### config.mk
export PLATFORM = sky130hd
export DESIGN_NAME = pong_ball
export DESIGN_NICKNAME = d
export VERILOG_FILES = /design/src/rtl/pong_pkg.sv /design/src/rtl/paddle_hit.sv /design/src/rtl/pong_ball.sv
export SDC_FILE = /design/constraint.sdc
export NUM_CORES = 1
export LEC_CHECK = 0
export CAP_MARGIN = 15
export CORE_ASPECT_RATIO = 1.4
export CORE_MARGIN = 2
export CORE_UTILIZATION = 59
export CTS_BUF_LIST = sky130_fd_sc_hd__clkbuf_16
export DETAILED_ROUTE_END_ITERATION = 10
export PLACE_DENSITY = 0.83
export SLEW_MARGIN = 40
export SYNTH_ARGS = -nofsm -noshare
export SYNTH_HDL_FRONTEND = slang
export SYNTH_SLANG_ARGS = --single-unit
export TNS_END_PERCENT = 10
### constraint.sdc
create_clock -name clk -period 4.7 [get_ports clk]
set_input_delay 0.47 -clock clk [delete_from_list [all_inputs] [get_ports clk]]
set_output_delay 0.47 -clock clk [all_outputs]
set_load 0.05 [all_outputs]
### src/rtl/pong_pkg.sv
// Shared types and constants for the Pong ball datapath: coordinate widths,
// default geometry and the ball FSM state encoding.
package pong_pkg;

  localparam int COORD_W = 10;
  localparam int CALC_W  = COORD_W + 1;
  localparam int SCORE_W = 4;

  localparam int SCREEN_W_DEF  = 640;
  localparam int SCREEN_H_DEF  = 480;
  localparam int BALL_SIZE_DEF = 10;
  localparam int PADDLE_W_DEF  = 30;
  localparam int PADDLE_H_DEF  = 200;

  typedef logic [COORD_W-1:0] coord_t;
  typedef logic [CALC_W-1:0]  calc_t;

  typedef enum logic [1:0] {
    ST_SERVE     = 2'd0,
    ST_PLAY      = 2'd1,
    ST_SCORED    = 2'd2,
    ST_GAME_OVER = 2'd3
  } state_e;

  // Zero-extend a screen coordinate so sums and differences never wrap.
  function automatic calc_t widen(input coord_t c);
    return {1'b0, c};
  endfunction

endpackage

### src/rtl/paddle_hit.sv
// Combinational paddle collision test: vertical overlap plus a horizontal
// crossing check against the paddle face nearest the centre of the screen.
module paddle_hit
  import pong_pkg::*;
#(
  parameter bit RIGHT_SIDE = 1'b0,
  parameter int BALL_SIZE  = BALL_SIZE_DEF,
  parameter int PADDLE_W   = PADDLE_W_DEF,
  parameter int PADDLE_H   = PADDLE_H_DEF
) (
  input  logic [COORD_W-1:0] ball_x_i,
  input  logic [COORD_W-1:0] ball_y_i,
  input  logic [COORD_W-1:0] paddle_x_i,
  input  logic [COORD_W-1:0] paddle_y_i,
  input  logic [CALC_W-1:0]  step_i,
  input  logic               toward_i,
  output logic               hit_o
);

  localparam calc_t BS = calc_t'(BALL_SIZE);
  localparam calc_t PW = calc_t'(PADDLE_W);
  localparam calc_t PH = calc_t'(PADDLE_H);

  calc_t bx, by, px, py;
  logic  overlap, crossing;

  assign bx = widen(ball_x_i);
  assign by = widen(ball_y_i);
  assign px = widen(paddle_x_i);
  assign py = widen(paddle_y_i);

  assign overlap = (by + BS > py) && (by < py + PH);

  // Left crossing is written as bx <= face+step so nothing is subtracted.
  generate
    if (RIGHT_SIDE) begin : g_right
      assign crossing = (bx + BS <= px) && (bx + BS + step_i >= px);
    end else begin : g_left
      assign crossing = (bx >= px + PW) && (bx <= px + PW + step_i);
    end
  endgenerate

  assign hit_o = toward_i && overlap && crossing;

endmodule

### src/rtl/pong_ball.sv
// Ball physics and scoring: serve delay, wall/paddle bounces, misses, scores
// and game-over. Define PONG_BALL_SPEEDUP_EN to grow the X step per rally hit.
module pong_ball
  import pong_pkg::*;
#(
  parameter int SCREEN_W    = SCREEN_W_DEF,
  parameter int SCREEN_H    = SCREEN_H_DEF,
  parameter int BALL_SIZE   = BALL_SIZE_DEF,
  parameter int PADDLE_W    = PADDLE_W_DEF,
  parameter int PADDLE_H    = PADDLE_H_DEF,
  parameter int SPEED_X     = 4,
  parameter int SPEED_Y     = 2,
  parameter int SERVE_TICKS = 60,
  parameter int WIN_SCORE   = 7
) (
  input  logic               clk,
  input  logic               rst_b,
  input  logic               game_tick,
  input  logic               restart,
  input  logic [COORD_W-1:0] p1_x,
  input  logic [COORD_W-1:0] p1_y,
  input  logic [COORD_W-1:0] p2_x,
  input  logic [COORD_W-1:0] p2_y,
  output logic [COORD_W-1:0] ball_x,
  output logic [COORD_W-1:0] ball_y,
  output logic [SCORE_W-1:0] score_p1,
  output logic [SCORE_W-1:0] score_p2,
  output logic               point,
  output logic               game_over
);

  localparam int     CNT_W = $clog2(SERVE_TICKS + 1);
  localparam calc_t  SW    = calc_t'(SCREEN_W);
  localparam calc_t  SH    = calc_t'(SCREEN_H);
  localparam calc_t  BS    = calc_t'(BALL_SIZE);
  localparam calc_t  PW    = calc_t'(PADDLE_W);
  localparam calc_t  SPY   = calc_t'(SPEED_Y);
  localparam coord_t CX    = coord_t'((SCREEN_W - BALL_SIZE) / 2);
  localparam coord_t CY    = coord_t'((SCREEN_H - BALL_SIZE) / 2);
  localparam logic [SCORE_W-1:0] WIN = SCORE_W'(WIN_SCORE);
  localparam logic [SCORE_W-1:0] ONE = SCORE_W'(1);

  state_e             state_q;
  coord_t             ball_x_q, ball_y_q;
  logic               dx_q, dy_q;
  logic [SCORE_W-1:0] score1_q, score2_q;
  logic               point_q, game_over_q, scorer_p1_q;
  logic [CNT_W-1:0]   serve_cnt_q;

  calc_t  step_x, bx, by;
  logic   hit_l, hit_r, miss_l, miss_r;
  coord_t play_x_d, play_y_d;
  logic   play_dx_d, play_dy_d;

`ifdef PONG_BALL_SPEEDUP_EN
  logic [2:0] rally_q;
  assign step_x = calc_t'(SPEED_X) + calc_t'(rally_q);
`else
  assign step_x = calc_t'(SPEED_X);
`endif

  assign bx = widen(ball_x_q);
  assign by = widen(ball_y_q);

  paddle_hit #(
    .RIGHT_SIDE(1'b0), .BALL_SIZE(BALL_SIZE), .PADDLE_W(PADDLE_W), .PADDLE_H(PADDLE_H)
  ) u_hit_p1 (
    .ball_x_i(ball_x_q), .ball_y_i(ball_y_q), .paddle_x_i(p1_x), .paddle_y_i(p1_y),
    .step_i(step_x), .toward_i(~dx_q), .hit_o(hit_l)
  );

  paddle_hit #(
    .RIGHT_SIDE(1'b1), .BALL_SIZE(BALL_SIZE), .PADDLE_W(PADDLE_W), .PADDLE_H(PADDLE_H)
  ) u_hit_p2 (
    .ball_x_i(ball_x_q), .ball_y_i(ball_y_q), .paddle_x_i(p2_x), .paddle_y_i(p2_y),
    .step_i(step_x), .toward_i(dx_q), .hit_o(hit_r)
  );

  // One PLAY step; X and Y are resolved independently from pre-move values.
  always_comb begin
    play_y_d  = ball_y_q;
    play_dy_d = dy_q;
    if (!dy_q && by < SPY) begin
      play_y_d  = '0;
      play_dy_d = 1'b1;
    end else if (dy_q && by + BS + SPY >= SH) begin
      play_y_d  = coord_t'(SH - BS);
      play_dy_d = 1'b0;
    end else if (dy_q) begin
      play_y_d = coord_t'(by + SPY);
    end else begin
      play_y_d = coord_t'(by - SPY);
    end

    play_x_d  = ball_x_q;
    play_dx_d = dx_q;
    miss_l    = 1'b0;
    miss_r    = 1'b0;
    if (hit_l) begin
      play_x_d  = coord_t'(widen(p1_x) + PW + calc_t'(1));
      play_dx_d = 1'b1;
    end else if (hit_r) begin
      play_x_d  = coord_t'(widen(p2_x) - BS - calc_t'(1));
      play_dx_d = 1'b0;
    end else if (!dx_q && bx < step_x) begin
      miss_l = 1'b1;
    end else if (dx_q && bx + BS + step_x >= SW) begin
      miss_r = 1'b1;
    end else if (dx_q) begin
      play_x_d = coord_t'(bx + step_x);
    end else begin
      play_x_d = coord_t'(bx - step_x);
    end
  end

  always_ff @(posedge clk or negedge rst_b) begin
    if (!rst_b) begin
      state_q     <= ST_SERVE;
      ball_x_q    <= CX;
      ball_y_q    <= CY;
      dx_q        <= 1'b1;
      dy_q        <= 1'b1;
      score1_q    <= '0;
      score2_q    <= '0;
      point_q     <= 1'b0;
      game_over_q <= 1'b0;
      scorer_p1_q <= 1'b0;
      serve_cnt_q <= '0;
`ifdef PONG_BALL_SPEEDUP_EN
      rally_q     <= '0;
`endif
    end else begin
      point_q <= 1'b0;
      case (state_q)
        ST_SERVE: begin
          if (game_tick) begin
            if (serve_cnt_q == CNT_W'(SERVE_TICKS - 1)) begin
              serve_cnt_q <= '0;
              state_q     <= ST_PLAY;
            end else begin
              serve_cnt_q <= serve_cnt_q + 1'b1;
            end
          end
        end
        ST_PLAY: begin
          if (game_tick) begin
            ball_y_q <= play_y_d;
            dy_q     <= play_dy_d;
            if (miss_l || miss_r) begin
              scorer_p1_q <= miss_r;
              state_q     <= ST_SCORED;
            end else begin
              ball_x_q <= play_x_d;
              dx_q     <= play_dx_d;
            end
`ifdef PONG_BALL_SPEEDUP_EN
            if ((hit_l || hit_r) && rally_q != 3'd7)
              rally_q <= rally_q + 3'd1;
`endif
          end
        end
        ST_SCORED: begin
          point_q     <= 1'b1;
          ball_x_q    <= CX;
          ball_y_q    <= CY;
          serve_cnt_q <= '0;
`ifdef PONG_BALL_SPEEDUP_EN
          rally_q     <= '0;
`endif
          // Next serve heads toward whoever just conceded.
          if (scorer_p1_q) begin
            score1_q <= score1_q + ONE;
            dx_q     <= 1'b1;
            if (score1_q + ONE == WIN) begin
              state_q     <= ST_GAME_OVER;
              game_over_q <= 1'b1;
            end else begin
              state_q <= ST_SERVE;
            end
          end else begin
            score2_q <= score2_q + ONE;
            dx_q     <= 1'b0;
            if (score2_q + ONE == WIN) begin
              state_q     <= ST_GAME_OVER;
              game_over_q <= 1'b1;
            end else begin
              state_q <= ST_SERVE;
            end
          end
        end
        ST_GAME_OVER: begin
          if (restart) begin
            score1_q    <= '0;
            score2_q    <= '0;
            dx_q        <= 1'b1;
            serve_cnt_q <= '0;
            game_over_q <= 1'b0;
            state_q     <= ST_SERVE;
          end
        end
      endcase
    end
  end

  assign ball_x    = ball_x_q;
  assign ball_y    = ball_y_q;
  assign score_p1  = score1_q;
  assign score_p2  = score2_q;
  assign point     = point_q;
  assign game_over = game_over_q;

endmodule

# --- Word-level counts from Yosys, hierarchy flattened ---
# Index checks and enable logic that the tools add are counted.
totals:
  reg_bits: 41
  in_bits: 44
  output_inout_bits: 30
classes:
  n_addsub: 18
  order_cmp: 12
  eq_ne: 19
  mux: 53
  bitwise: 1
  n_reduce_logical: 31
ops:
  columns: ["cell", "count"]
  rows:
  - ["2-to-1 mux 10 bit", 11]
  - ["case mux 10 bit (2 select lines)", 2]
  - ["adder 10 x 4 -> 11 bit, second input constant", 2]
  - ["adder 10 x 8 -> 11 bit, second input constant", 2]
  - ["adder 11 x 3 -> 11 bit, second input constant", 2]
  - ["greater-than comparator 11 x 10 -> 1 bit", 2]
  - ["< comparator 10 x 11 -> 1 bit", 2]
  - ["2-to-1 mux 1 bit", 20]
  - ["2-to-1 mux 6 bit", 3]
  - ["case mux 6 bit (3 select lines)", 1]
  - ["2-to-1 mux 2 bit", 8]
  - ["inequality test 2 bit, second input constant", 8]
  - ["case mux 4 bit (2 select lines)", 2]
  - ["AND reduction 3 bit", 5]
  - ["AND reduction 5 bit", 3]
  - ["logical AND 1 bit", 12]
  - ["2-to-1 mux 4 bit", 3]
  - ["adder 10 x 5 -> 11 bit, second input constant", 1]
  - ["adder 11 x 2 -> 11 bit, second input constant", 1]
  - [">= comparator 10 x 11 -> 1 bit", 1]
  - [">= comparator 11 x 10 -> 1 bit", 1]
  - [">= comparator 11 x 10 -> 1 bit, second input constant", 1]
  - [">= comparator 11 x 9 -> 1 bit, second input constant", 1]
  - ["less-or-equal comparator 10 x 11 -> 1 bit", 1]
  - ["29 further kinds", 39]

# --- Depth between registers and ports, before layout ---
depth:
  depth_word: 12
  ltp_mapped: 18
  mapped_depth_nobuf: 17

# --- Modules after synthesis ---
# A second synthesis with hierarchy kept.
hier_totals:
  hier_cells: 837
  hier_area_um2: 6737.7
by_module_without_submodules:
  columns: ["mod", "n_inst", "cells_each", "area_per_inst_um2", "seq_area_each_um2"]
  rows:
  - ["pong_ball", 1, 388, 3294.4, 1043.5]
  - ["paddle_hit (u_hit_p2)", 1, 230, 1735.4, 0.0]
  - ["paddle_hit (u_hit_p1)", 1, 219, 1707.9, 0.0]

# --- Worst setup path before layout ---
# OpenSTA, ideal clock, no wires.
synth_path:
  kind: "input to register"
  from: "input port p1_x[1]"
  to: "register ball_x_q[4], in the netlist ball_x[4]"
  setup_time_ns: 0.083
  arrival_time_ns: 3.892
  required_time_ns: 4.617
  path_slack_ns: 0.725
  path_stages: 16
  n_path_buf: 0
  path_cell_list: "inv_1 ha_1 nor3b_2 xnor2_2 inv_1 nor2_1 nor4bb_1 xor2_1 ha_1 a2111oi_0 nand3_1 o21ai_0 o2111ai_4 nand2_1 nand3_4 o32a_1"
synth_between:
  elab_chain_len: 9
  elab_cells_between_ends: 18
synth_rtl:
  columns: ["item", "line_no", "source"]
  rows:
  - ["start, declared", "pong_ball.sv:20", "input logic [COORD_W-1:0] p1_x,"]
  - ["adder 10 x 5 -> 11 bit *", "paddle_hit.sv:39", "assign crossing = (bx >= px + PW) && (bx <= px + PW + step_i);"]
  - ["adder 11 x 3 -> 11 bit", "paddle_hit.sv:39", null]
  - ["less-or-equal comparator 10 x 11 -> 1 bit", "paddle_hit.sv:39", null]
  - ["logical AND 1 bit", "paddle_hit.sv:39", null]
  - ["logical AND 1 bit", "paddle_hit.sv:43", "assign hit_o = toward_i && overlap && crossing;"]
  - ["2-to-1 mux 10 bit / 2-to-1 mux 1 bit (equally long branches)", "pong_ball.sv:99", "if (hit_l) begin"]
  - ["2-to-1 mux 10 bit / logical OR 1 bit (equally long branches)", "pong_ball.sv:149", "if (miss_l || miss_r) begin"]
  - ["2-to-1 mux 10 bit / inequality test 2 bit (equally long branches)", null, null]
  - ["case mux 10 bit (2 select lines) / AND reduction 5 bit (equally long branches)", null, null]
  - ["end signal, assigned", "pong_ball.sv:153", "ball_x_q <= play_x_d;"]
  - ["end, declared", "pong_ball.sv:44", "coord_t ball_x_q, ball_y_q;"]
# Mark *: on every way between the ends. The rest lies on a longest branch, timed or not. The select of a mux whose other input is x is not followed.
# A chain may end at the register's enable or synchronous reset.

# --- Worst setup path after layout ---
layout_path:
  from: "input port p1_x[1]"
  to: "register state_q[0]"
layout_between:
  elab_chain_len: 9
  elab_cells_between_ends: 11
layout_rtl:
  columns: ["item", "line_no", "source"]
  rows:
  - ["adder 10 x 5 -> 11 bit *", "paddle_hit.sv:39", null]
  - ["adder 11 x 3 -> 11 bit", "paddle_hit.sv:39", null]
  - ["less-or-equal comparator 10 x 11 -> 1 bit", "paddle_hit.sv:39", null]
  - ["logical AND 1 bit *", "paddle_hit.sv:39", null]
  - ["logical AND 1 bit *", "paddle_hit.sv:43", null]
  - ["2-to-1 mux 1 bit", "pong_ball.sv:99", null]
  - ["logical OR 1 bit *", "pong_ball.sv:149", null]
  - ["inequality test 2 bit (no source line) *", null, null]
  - ["AND reduction 5 bit (no source line) *", null, null]
  - ["end signal, assigned", "pong_ball.sv:118", "state_q <= ST_SERVE;"]
  - ["end signal, assigned", "pong_ball.sv:151", "state_q <= ST_SCORED;"]
  - ["end signal, assigned", "pong_ball.sv:175", "state_q <= ST_GAME_OVER;"]
  - ["end, declared", "pong_ball.sv:43", "state_e state_q;"]
# Mark *: on every way between the ends. The rest lies on a longest branch, timed or not.

==> run metrics <==
layout cells sized above 1 8.90%; routability cong. 0.982; IO Pins 74; Async SR Flop Fraction 100%; CTS Buffer Depth 2; pin count of the biggest net entering global routing 42; R2R depth 13; 1st-pass router iterations 6; Design Area, Final 0.00740 mm2; Max-cap violations 0; Die ar. around 0.012 mm2; DR iter-0 viols 385; Setup TNS Final 0 ps; All-Layer GR Usage roughly 31%; Worst VDD drop 0.401 mV; max_slew headroom 48.8%; RSZ-0062 raised after global routing no; most used cell, CP buf_4; Final Critical Period 4410 ps; Synthesized Nets 926; status finished, final reports clean; Required @ worst endpoint 4900 ps; Seq/Total Area, Yosys 16.5%; Syn Inst Count 782; Netlist cell types 91; post-route ant nets 0; # rows between 40 and 50; LEAKAGE 3.24 nW; worst path cell trace clkdlybuf4s50_1, inv_1, ha_1, nor3b_4, xnor2_2, inv_1, nor2_1, nor4bb_1, buf_4, xor2_1, ha_1, a2111oi_1, nand3_1, o21ai_0, buf_4, o2111ai_4, buf_4, a211o_1, o311a_1, o211ai_1; clock-pin slew on the worst setup and hold paths 60 ps; vias per cell 6.27; Setup CP Type in2reg; clock latency on the worst-skew pair 280 ps; count of final hold-check violations 0; Synth Flop Type dfrtp_1; DP Wirelength 14,500 um; P per Cell Area 573 mW/mm2; final non-filler cell total 992; Slowest-stage cell, CP a2111oi_1; total CTS buffers 5; crit path DAT about 4600 ps; Post-Synth Adder-Cell Area between 10% and 20%; xor/xnor share of the synthesized area 10.4%; Synth Area per Inst around 8.1 um2; r2r endpoint ball_x[2]; buffer count from post-CTS setup fixing 0; number of setup violations in the final report 0; Root Buffer clkbuf_16; Worst Tran Pin Value 760 ps; Core Box Area 0.0104 mm2; placed cell areas 0.00722 mm2; CTS tree done; PortBufs 73; period utilisation layout 93.7%; Min-Delay Path Class in2async; total number of vias slightly above 6,000; clock sink count 41; total congestion overflow 0; final wirelength 18,100 um; DIE HEIGHT 127 um; Synth Cell Area about 0.0063 mm2; #FFs+latches synth between 40 and 50; Worst Skew 4.29 ps; Final nets between 900 and 1,000; simple-gate portion of the synthesized area about 22%; Synth Area in Compound Gates 24.3%; Initial Utilization 60.9%; vias in the first global route 6,227; largest family of logic cells by synthesized area compound AO/OA/AOI/OAI gates; Routed WL per cell 18.3 um; Startpoint Class primary input; drt drc 0; P&R area growth vs syn 16.8%; post-synthesis mux area share 1.15%; ant diodes 0; Worst R2R Setup Slack 590 ps; CP Max Fanout 11; initial antenna violation count 1; Yosys Warn Count 0; die width 91.6 um; fmax 227 MHz; global-route wire length before repair roughly 30,000 um; H-tree depth 2; r2r startpoint ball_x[1]; Placed Cells 984; number of synthesized flops with an enable pin 0; Setup crit end kind flop; CP max stage delay roughly 440 ps; Slew Limit Fails 0
-- power breakdown --
group	internal (mW)	switching, mW
Sequential	0.516	0.302
Combinational	1.21	1.81
Clock	0.252	0.148
-- cell usage after synthesis, types with 11 or more instances --
master	n	share of area, %
a21o_1	16	1.9
a21oi_1	43	3.4
nand3_1	26	2.1
ha_1	100	20
xor2_1	19	2.6
dfrtp_1	27	11
nand4_1	13	1.3
inv_1	67	4.0
dfstp_2	14	5.8
nand2_1	64	3.8
nor3_1	22	1.7
or3_1	11	1.1
clkbuf_1	12	0.71
nor2_1	54	3.2
xnor2_1	49	6.8
o21ai_0	43	3.4
-- cells by family (layout without fill, tap and decap cells) --
logic type                 after synthesis  in the layout
and+or+nand+nor                        253            253
muxes                                    7              7
xor gates and xnor gates                72             72
buffers and inverters                   94            166
AOI/OAI and AO/OA                      215            215
adders and majority gates              100            100
DFF                                     41             41
-- state kept, by name (all words and copies together), names as in the netlist --
signal	count
state_q	2
score_p1	4
ball_y	10
ball_x	10
game_over	1
score_p2	4
scorer_p1_q	1
serve_cnt_q	6
dy_q	1
point	1
dx_q	1
-- repair_timing --
action / 4_1_cts / 5_1_grt
resized for setup: 0 / 2
hold buffers: 0 / 0
setup endpoints to repair: 0 / 8
-- through the flow --
| step | total power [mW] | hold slack, ps | setup WS (ps) | utilization (%) |
|---|---|---|---|---|
| global placement | 3.69 | 520 | 154 | 69.4 |
| finish | 4.25 | 157 | 295 | 71.2 |
| global route | 4.57 | 205 | 26.8 | 71.2 |
| floorplan | 2.96 | 174 | 725 | - |
| detailed placement | 3.78 | 478 | -38.8 | 69.4 |
| CTS | 4.20 | 180 | 241 | 71.1 |
-- cell usage in the layout (no fill, tap or decap), types with 6 or more instances in the layout --
cell	count
a211o_1	6
a211oi_1	7
nand3_1	26
a31oi_1	8
nand2_1	64
o31ai_1	8
dfstp_2	14
inv_1	67
a21o_1	16
nor4_1	7
nor3_1	22
dfrtp_1	27
buf_4	18
nand2b_1	8
ha_1	100
a21oi_1	43
o21ai_0	43
or3_1	11
xor2_1	19
and3_1	6
clkdlybuf4s50_1	72
nor2b_1	7
o21a_1	9
nand4_1	13
nor2_1	53
o22ai_1	6
xnor2_1	49
-- worst max path at each step --
stage	slack, ps	from	cells after the start	endpoint
2_1_floorplan	720	p1_x[1]	16	ball_x[4]
3_3_place_gp	150	p1_x[1]	20	state_q[0]
3_5_place_dp	-40	p1_x[1]	20	state_q[0]
4_1_cts	240	p1_x[1]	20	state_q[0]
5_1_grt	30	p1_x[1]	20	state_q[0]
6_report	290	p1_x[1]	20	state_q[0]
-- worst max-delay path: cells and delay by family --
family	cells	cell delay, ps
AOI/OAI and AO/OA	6	1260
xor gates and xnor gates	2	290
adders and majority gates	2	510
buffers and inverters	6	1150
and+or+nand+nor	4	900
-- routing by layer --
layer	global-route usage, %	wire (um)
met5	0	13
met4	11.2	636
met3	3.92	954
met2	58.5	9480
met1	35.5	7060
-- final cells by class --
cell class,instances,area [um2]
fillers,819,3000
repair buffers,90,856
clock buffers,5,125
clock inverters,3,46.3
multi-input cells,647,4900
well taps,138,173
inverters,68,255
flip-flops and latches,41,1040
(Power assumes the default switching activity.)
